**config.mk**
```make
export PLATFORM = sky130hd
export DESIGN_NAME = seg7_scan_driver_flat
export DESIGN_NICKNAME = d
export VERILOG_FILES = /design/src/rtl/seg7_scan_if.sv /design/src/rtl/seg7_scan_driver.sv /design/src/flat_wrapper.sv
export SDC_FILE = /design/constraint.sdc
export NUM_CORES = 1
export LEC_CHECK = 0
export BUFFER_PORTS_ARGS = -buffer_cell sky130_fd_sc_hd__buf_2
export CAP_MARGIN = 20
export CORE_ASPECT_RATIO = 1.25
export CORE_UTILIZATION = 30
export CTS_CLUSTER_DIAMETER = 80
export DETAILED_ROUTE_END_ITERATION = 12
export SETUP_SLACK_MARGIN = 0.1
export SYNTH_ARGS = -nofsm -noshare
export SYNTH_HDL_FRONTEND = slang
export SYNTH_SLANG_ARGS = --single-unit
```
**constraint.sdc**
```tcl
create_clock -name clk -period 3.3 [get_ports clk]
set_input_delay 0.495 -clock clk [delete_from_list [all_inputs] [get_ports clk]]
set_output_delay 0.495 -clock clk [all_outputs]
set_load 0.1 [all_outputs]
```
**src/rtl/seg7_scan_if.sv**
```systemverilog
// Signal bundle between a display controller and the multiplexed 7-segment scan driver.
// The master side supplies value/settings; the slave side drives the display lines.
interface seg7_scan_if #(
  parameter int DIGITS     = 4,
  parameter int BITS       = 16,
  parameter int PRESCALE_W = 16
);
  localparam int IDX_W = (DIGITS > 1) ? $clog2(DIGITS) : 1;

  logic [BITS-1:0]       value;
  logic                  load;
  logic                  enable;
  logic [PRESCALE_W-1:0] prescale;
  logic [3:0]            blank_cycles;
  logic                  lzb_en;
  logic [6:0]            segments_out;
  logic [DIGITS-1:0]     digit_sel;
  logic [IDX_W-1:0]      digit_idx;
  logic                  frame_done;

  modport master (
    output value, load, enable, prescale, blank_cycles, lzb_en,
    input  segments_out, digit_sel, digit_idx, frame_done
  );

  modport slave (
    input  value, load, enable, prescale, blank_cycles, lzb_en,
    output segments_out, digit_sel, digit_idx, frame_done
  );
endinterface

```
**src/rtl/seg7_scan_driver.sv**
```systemverilog
// Time-multiplexed hex display scanner: snapshots a value once per frame and walks it
// across DIGITS one-hot digit selects, with optional blanking gaps and leading-zero blanking.
//
//   state | meaning
//   IDLE  | scanning disabled, all lines off
//   BLANK | anti-ghost gap before a digit, all lines off
//   SHOW  | current digit driven for prescale+1 cycles
module seg7_scan_driver #(
  parameter int DIGITS     = 4,
  parameter int BITS       = 16,
  parameter int PRESCALE_W = 16
) (
  input logic       clk,
  input logic       reset_n,
  seg7_scan_if.slave bus
);
  localparam int IDX_W = (DIGITS > 1) ? $clog2(DIGITS) : 1;

  typedef enum logic [1:0] {IDLE, BLANK, SHOW} state_t;

  state_t                state_q, state_d;
  logic [BITS-1:0]       snap_q, snap_d;
  logic [BITS-1:0]       staging_q, staging_d;
  logic                  pending_q, pending_d;
  logic [PRESCALE_W-1:0] cnt_q, cnt_d;
  logic [IDX_W-1:0]      idx_q, idx_d;
  logic [6:0]            seg_q, seg_d;
  logic [DIGITS-1:0]     sel_q, sel_d;
  logic                  fd_q, fd_d;
  logic                  frame_start, enter_digit;
  logic [DIGITS-1:0]     tail_zero;
  logic [3:0]            nib;
  logic                  lz_blank, all_zero, show_on;

  function automatic logic [6:0] hex_to_seg(input logic [3:0] n);
    case (n)
      4'h0: hex_to_seg = 7'h3F;
      4'h1: hex_to_seg = 7'h06;
      4'h2: hex_to_seg = 7'h5B;
      4'h3: hex_to_seg = 7'h4F;
      4'h4: hex_to_seg = 7'h66;
      4'h5: hex_to_seg = 7'h6D;
      4'h6: hex_to_seg = 7'h7D;
      4'h7: hex_to_seg = 7'h07;
      4'h8: hex_to_seg = 7'h7F;
      4'h9: hex_to_seg = 7'h6F;
      4'hA: hex_to_seg = 7'h77;
      4'hB: hex_to_seg = 7'h7C;
      4'hC: hex_to_seg = 7'h39;
      4'hD: hex_to_seg = 7'h5E;
      4'hE: hex_to_seg = 7'h79;
      default: hex_to_seg = 7'h71;
    endcase
  endfunction

  always_comb begin
    state_d     = state_q;
    idx_d       = idx_q;
    cnt_d       = cnt_q;
    frame_start = 1'b0;
    enter_digit = 1'b0;
    fd_d        = 1'b0;
    if (!bus.enable) begin
      state_d = IDLE;
      idx_d   = '0;
      cnt_d   = '0;
    end else begin
      case (state_q)
        IDLE: begin
          frame_start = 1'b1;
          idx_d       = '0;
          enter_digit = 1'b1;
        end
        BLANK: begin
          if (cnt_q == '0) begin
            state_d = SHOW;
            cnt_d   = bus.prescale;
          end else begin
            cnt_d = cnt_q - PRESCALE_W'(1);
          end
        end
        SHOW: begin
          if (cnt_q == '0) begin
            enter_digit = 1'b1;
            if (idx_q == IDX_W'(DIGITS - 1)) begin
              idx_d       = '0;
              frame_start = 1'b1;
              fd_d        = 1'b1;
            end else begin
              idx_d = idx_q + IDX_W'(1);
            end
          end else begin
            cnt_d = cnt_q - PRESCALE_W'(1);
          end
        end
        default: state_d = IDLE;
      endcase
      // Dwell and gap lengths are latched here so mid-phase setting changes wait for the next phase.
      if (enter_digit) begin
        if (bus.blank_cycles == 4'd0) begin
          state_d = SHOW;
          cnt_d   = bus.prescale;
        end else begin
          state_d = BLANK;
          cnt_d   = PRESCALE_W'(bus.blank_cycles - 4'd1);
        end
      end
    end
  end

  // Transfer reads the pre-edge staging, so a load coinciding with frame start waits a frame.
  always_comb begin
    snap_d    = (frame_start && pending_q) ? staging_q : snap_q;
    staging_d = bus.load ? bus.value : staging_q;
    pending_d = bus.load ? 1'b1 : (frame_start ? 1'b0 : pending_q);
  end

  // Outputs are derived from next-state values so segments and select switch on the same edge.
  always_comb begin
    tail_zero = '0;
    all_zero  = 1'b1;
    nib       = 4'h0;
    lz_blank  = 1'b0;
    seg_d     = 7'h00;
    sel_d     = '0;
    for (int i = DIGITS - 1; i >= 0; i--) begin
      all_zero     = all_zero && (snap_d[4*i +: 4] == 4'h0);
      tail_zero[i] = all_zero;
    end
    for (int i = 0; i < DIGITS; i++) begin
      if (idx_d == IDX_W'(i)) begin
        nib      = snap_d[4*i +: 4];
        lz_blank = bus.lzb_en && (i != 0) && tail_zero[i];
      end
    end
    show_on = (state_d == SHOW) && !lz_blank;
    if (show_on) seg_d = hex_to_seg(nib);
    for (int i = 0; i < DIGITS; i++) begin
      sel_d[i] = show_on && (idx_d == IDX_W'(i));
    end
  end

  always_ff @(posedge clk or negedge reset_n) begin
    if (!reset_n) begin
      state_q   <= IDLE;
      snap_q    <= '0;
      staging_q <= '0;
      pending_q <= 1'b0;
      cnt_q     <= '0;
      idx_q     <= '0;
      seg_q     <= 7'h00;
      sel_q     <= '0;
      fd_q      <= 1'b0;
    end else begin
      state_q   <= state_d;
      snap_q    <= snap_d;
      staging_q <= staging_d;
      pending_q <= pending_d;
      cnt_q     <= cnt_d;
      idx_q     <= idx_d;
      seg_q     <= seg_d;
      sel_q     <= sel_d;
      fd_q      <= fd_d;
    end
  end

  assign bus.segments_out = seg_q;
  assign bus.digit_sel    = sel_q;
  assign bus.digit_idx    = idx_q;
  assign bus.frame_done   = fd_q;
endmodule

```
**src/flat_wrapper.sv**
```systemverilog
// flat-port wrapper written by rule: the top's interface ports become plain ports
module seg7_scan_driver_flat 
#(
  parameter int DIGITS     = 4,
  parameter int BITS       = 16,
  parameter int PRESCALE_W = 16
)
  (clk, reset_n, bus_value, bus_load, bus_enable, bus_prescale, bus_blank_cycles, bus_lzb_en, bus_segments_out, bus_digit_sel, bus_digit_idx, bus_frame_done);
  seg7_scan_if #(.DIGITS(DIGITS), .BITS(BITS), .PRESCALE_W(PRESCALE_W)) bus_i ();
  input logic clk;
  input logic reset_n;
  input wire logic [$bits(bus_i.value)-1:0] bus_value;
  input wire logic [$bits(bus_i.load)-1:0] bus_load;
  input wire logic [$bits(bus_i.enable)-1:0] bus_enable;
  input wire logic [$bits(bus_i.prescale)-1:0] bus_prescale;
  input wire logic [$bits(bus_i.blank_cycles)-1:0] bus_blank_cycles;
  input wire logic [$bits(bus_i.lzb_en)-1:0] bus_lzb_en;
  output wire logic [$bits(bus_i.segments_out)-1:0] bus_segments_out;
  output wire logic [$bits(bus_i.digit_sel)-1:0] bus_digit_sel;
  output wire logic [$bits(bus_i.digit_idx)-1:0] bus_digit_idx;
  output wire logic [$bits(bus_i.frame_done)-1:0] bus_frame_done;
  assign bus_i.value = bus_value;
  assign bus_i.load = bus_load;
  assign bus_i.enable = bus_enable;
  assign bus_i.prescale = bus_prescale;
  assign bus_i.blank_cycles = bus_blank_cycles;
  assign bus_i.lzb_en = bus_lzb_en;
  assign bus_segments_out = bus_i.segments_out;
  assign bus_digit_sel = bus_i.digit_sel;
  assign bus_digit_idx = bus_i.digit_idx;
  assign bus_frame_done = bus_i.frame_done;
  seg7_scan_driver #(.DIGITS(DIGITS), .BITS(BITS), .PRESCALE_W(PRESCALE_W)) u_core (.clk(clk), .reset_n(reset_n), .bus(bus_i));
endmodule
```
Yosys cells after proc, flatten, opt, wreduce, memory -nomap -nowiden --
Memory sizes are Yosys's and may differ from the RTL's. Index checks and enable logic that the tools add are counted.
Storage, ports and cells: register bits after elaboration 65, memory bits (read-only) 112, input port bits 41, output and inout bits 14, logic and storage cells 79, memories 1
Operators by class: add/sub/neg operators 3, equal/unequal tests 9, muxes and demuxes 35, reductions and logical operators 22
Memories:
- (name not given) | depth 16, width 7, read ports 1, clocked after Yosys merged registers in 0, wr ports 0, line seg7_scan_driver.sv:36 | case (n)
Operator list (count):
- $mux 16 | 6
- $pmux 16 s2 | 1
- $logic_not 16->1 | 1
- $logic_not 4->1 | 4
- $mux 4 | 4
- $sub 16x1->16 const B | 1
- $mux 2 | 7
- $mux 1 | 12
- $logic_and 1x1->1 | 11
- $eq 2x2->1 const B | 5
- $pmux 2 s2 | 2
- $mux 7 | 1
- $sub 4x1->5 const B | 1
- $eq 2x1->1 const B | 2
- $logic_not 2->1 | 2
- $ne 4x1->1 const B | 1
- $ne 4x4->1 const B | 1
- $pmux 1 s2 | 2
- $add 2x1->2 const B | 1
- $reduce_and 2->1 | 1
- $reduce_bool 2->1 | 1
- $reduce_or 2->1 | 1
- $logic_not 1->1 | 1

Longest topological paths before layout --
word-level depth 17, mapped depth 16

Least setup slack after synthesis --
Ideal clock, no wire load.
kind register -> register, start reg u_core.idx_q[0] (netlist: u_core.bus.digit_idx[0]), end reg u_core.seg_q[1] (netlist: u_core.bus.segments_out[1]), library setup time 149 ps, arrival time 3425 ps, required time 3151 ps, path slack -274 ps, stages on the path, launching flop included 16, path buffers 2, path through dfrtp_1 > ha_1 > and2_1 > nand4_1 > o21a_1 > buf_4 > buf_2 > mux2i_1 > o21a_1 > o32a_1 > inv_1 > ha_1 > inv_1 > a21oi_1 > a211oi_1 > a311oi_1
Between the ends: longest elaborated chain between the ends 17, elaborated cells between the ends (all ways) 35
RTL lines:
- start: declaration | line seg7_scan_driver.sv:26 | logic [IDX_W-1:0] idx_q, idx_d;
- start signal: assignment | line seg7_scan_driver.sv:160 | idx_q <= idx_d;
- parallel branches: the longest is 16 deep, another holds $mem_v2 16x7
- $mux 7 (*) | line seg7_scan_driver.sv:137 | if (show_on) seg_d = hex_to_seg(nib);
- named net u_core.seg_d[1] | line seg7_scan_driver.sv:27 | logic [6:0] seg_q, seg_d;
- end signal: assignment | line seg7_scan_driver.sv:161 | seg_q <= seg_d;
- end: declaration | line seg7_scan_driver.sv:27
Mark *: on every way through the listed nets, which the timed path passes. A chain may end at the register's enable or synchronous reset.

Final worst setup path --
start reg u_core.cnt_q[9], end reg u_core.seg_q[1] (netlist: u_core.bus.segments_out[1])
Between the ends: longest elaborated chain between the ends 16, elaborated cells between the ends (all ways) 40
RTL lines:
- start: declaration | line seg7_scan_driver.sv:25 | logic [PRESCALE_W-1:0] cnt_q, cnt_d;
- start signal: assignment | line seg7_scan_driver.sv:159 | cnt_q <= cnt_d;
- $logic_not 16->1 (*) | line seg7_scan_driver.sv:75, seg7_scan_driver.sv:83
- parallel branches: the longest is 14 deep, another holds $mem_v2 16x7
- $mux 7 (*) | line seg7_scan_driver.sv:137
- named net u_core.seg_d[1] | line seg7_scan_driver.sv:27
Mark *: on every way through the listed nets, which the timed path passes. The select of a mux whose other input is x is not followed.

==> results.cfg <==
[sta]
hold_violations = 0
tightest_slew_ns = 0.726
max_slew_vio_count = 0
finalSetupTns_ns = 0
final_report_setup_violation_count = 0
finClkSkew_ns = 0.0120
max_freq_mhz = 323
ratio_of_final_minimum_period_to_clock_period = 0.938
rsz0062_at_grt = no
layout_min_cycle_time_ns = 3.10
relSlewSlack = 0.516
worst_hold_slack_ns = 0.206

[clock_network]
worst_setup_hold_path_clk_slew_ns = 0.06
cts_buffer_depth = 2
cts_buffers = 9
h-tree-depth = 3
tritoncts = yes
clk-insertion-delay-late_ns = 0.34
clock-sinks = 65
clock_tree.root_cell = clkbuf_16

[grt]
grt_overflow = 0
grt_use_total = 0.160
vias_in_the_first_global_route = 3225
grt_start_max_net_pins = 39
grt_antenna_before_repair = 0
grt_pass1_wl_um = 15700

[detailed_routing]
vias = 3324
dr.first_iter.drc_count = 129
finalWirelength_um = 9780
avgViaCountPerCell = 5.22
drc = 0
antenna_violating_nets_post_route = 0
avgRoutedWirePerCell_um = 15.4
dr.pass1.iters = 4

[yosys]
synth_top_flop_cell = dfrtp_1
yosys_register_bits = 65
share_of_the_synthesized_netlist_area_taken_by_xor_and_xnor_gates = 0.00236
synth-adder-area-share = 0.0303
number_of_enable_type_register_cells_in_the_synthesized_netlist = 0
synth-simple-area-share = 0.184
synth_top_family_by_area = compound AO/OA/AOI/OAI gates
synthesized_area_divided_by_synthesized_cell_count_um2 = 9.47
mappedNetlistArea_um2 = 3710
ys.warnings.count = 0
yosys.cell_types.count = 59
ys_async_sr_fraction = 1.00
syn_nets = 442
share_of_the_synthesized_area_in_compound_gates_ao_oa_aoi_oai = 0.203
synth.yosys.seq_area_share = 0.438
mux_share_of_post_synthesis_cell_area = 0.0951
synthCells = 392

[setup_path]
cp-start-kind = register
timing.critical_path.slowest_stage_cell = dfrtp_1
timing.reg2reg.worst_path_depth = 13
cp_max_fo = 6
reg2reg_setup_slack_ns = 0.20
worstPathRequired_ns = 3.50
data_arrival_time_of_the_worst_path_ns = 3.30
regToRegStartpoint = u_core.cnt_q[9]$_DFFE_PN0P_
timing.rr.end = u_core.bus.segments_out[1]$_DFF_PN0_
setup.worst_path.end_class = register
critical_path_class = reg2reg
worstPathCellList = nor4_4 -> buf_4 -> nand3_4 -> or3_4 -> and2_4 -> o21a_1 -> o32a_1 -> inv_2 -> ha_1 -> inv_1 -> a21oi_2 -> a211oi_1 -> a311oi_1
slowest_delay_ns = 0.44

[die]
fp.dieW_um = 101
die_area_um2 = 12800
core_um2 = 12100
floorplan.rows = 45
initial_core_util = 0.307
die_h_um = 126
boundaryPins = 55

[finish]
layout.cells.non_filler = 637
most_frequent_standard_cell_in_the_layout_excluding_fill_and_tap_cells = dfrtp_1
final_net_count = 518
most-common-layout-cells = dfrtp_1, buf_2, o21ai_0
syn2layout_area_growth_pct = 27.2
diodes = 0
drive_above_1_share = 0.317

[placement]
gp_routability_congestion = 0.840
dp.final_hpwl_um = 7190
placement.io_buffers = 54
placed_cells_incl_taps = 610

[pwr]
vdd.ir_drop.worst_v = 0.000346
power.leakage_uw = 0.00214
power_density_cells_nw_per_um2 = 836

[outcome]
result_of_the_run = completed

[run]
max_capacitance_violation_count = 0

[worst_hold_path]
worstHoldPathType = in2async
-- area by class of cell --
| type | count | area, um^2 |
|---|---|---|
| inverters | 21 | 78.8 |
| well taps | 164 | 205 |
| flip-flops and latches | 65 | 1630 |
| multi-input cells | 288 | 1990 |
| clock buffers | 12 | 256 |
| repair buffers | 83 | 504 |
| clock inverters | 4 | 51.3 |
| fillers | 1224 | 7380 |
-- per-layer routing --
layer | GRT usage | wire length, um
met1 | 0.188 | 4100
met2 | 0.270 | 4900
met3 | 0.0320 | 457
met4 | 0.0870 | 316
met5 | 0 | 0
-- registers in the layout, summed over array words and instances (netlist names) --
name                     count
u_core.staging_q            16
u_core.snap_q               16
u_core.state_q               2
u_core.bus.frame_done        1
u_core.bus.digit_sel         4
u_core.bus.segments_out      7
u_core.bus.digit_idx         2
u_core.cnt_q                16
u_core.pending_q             1
-- worst max path at each step --
stage	from	to	slack (ns)	depth (start not counted)
after floorplan	u_core.bus.digit_idx[0]$_DFF_PN0_	u_core.bus.segments_out[1]$_DFF_PN0_	0.16	15
after global placement	u_core.cnt_q[5]$_DFFE_PN0P_	u_core.bus.segments_out[4]$_DFF_PN0_	0.16	9
after detailed placement	u_core.cnt_q[8]$_DFFE_PN0P_	u_core.bus.segments_out[1]$_DFF_PN0_	0.09	13
after CTS	u_core.cnt_q[3]$_DFFE_PN0P_	u_core.bus.segments_out[1]$_DFF_PN0_	0.13	13
after global routing	u_core.cnt_q[12]$_DFFE_PN0P_	u_core.bus.segments_out[1]$_DFF_PN0_	0.07	12
final	u_core.cnt_q[9]$_DFFE_PN0P_	u_core.bus.segments_out[1]$_DFF_PN0_	0.20	13
-- cell families after synthesis --
| family | count (synthesis) |
|---|---|
| AOI/OAI and AO/OA | 116 |
| xor gates and xnor gates | 1 |
| adders and majority gates | 9 |
| buffers and inverters | 40 |
| DFF | 65 |
| muxes | 32 |
| and+or+nand+nor | 129 |
-- where the power goes --
part           switching, uW  internal, uW  total (uW)  leakage (uW)
sequential               151           988        1140      0.000820
clock                    347           625         973      0.000149
combinational           1140           696        1830       0.00118
total                   1640          2310        3950       0.00214
-- repair_timing --
action                     4_1_cts  5_1_grt
pin swaps                        1        6
hold buffers                     0        0
cloned                           0        1
setup endpoints to repair        2        6
buffers inserted                 2        8
gates resized for setup          2       14
-- cells in the mapped netlist (all sizes together) (4+ instances only) --
master,count,area [um^2]
clkbuf,14,52.6
mux2,23,263
mux2i,9,90.1
o211ai,10,85.1
o21ai,43,219
dfrtp,65,1630
inv,21,78.8
nor2,34,128
ha,9,113
nand2,26,105
a31oi,4,25.0
buf,5,40.0
nand2b,5,31.3
and2,6,42.5
and3,4,30.0
nor3,18,100
nand4,4,25.0
a211oi,5,42.5
nor4,9,71.3
nand3,12,72.6
a21oi,32,160
-- through the flow --
stage | total power, uW | worst slack [ns] | area [um^2] | util
after floorplan | 2380 | 0.164 | 3720 | -
after global placement | 2760 | 0.159 | 4260 | 0.352
after detailed placement | 2800 | 0.0926 | 4260 | 0.352
after CTS | 3820 | 0.130 | 4590 | 0.379
after global routing | 4200 | 0.0675 | 4720 | 0.390
final | 3950 | 0.204 | 4720 | 0.390
-- worst max-delay path, delay by kind of cell, from the launching register on --
family,cells,cell delay [ns]
AND/OR/NAND/NOR,4,1.00
AO/OA/AOI/OAI,5,0.90
buffers and inverters,3,0.38
flip-flops,1,0.44
adder cells (fa/ha/maj),1,0.22
(Power assumes the default switching activity.)
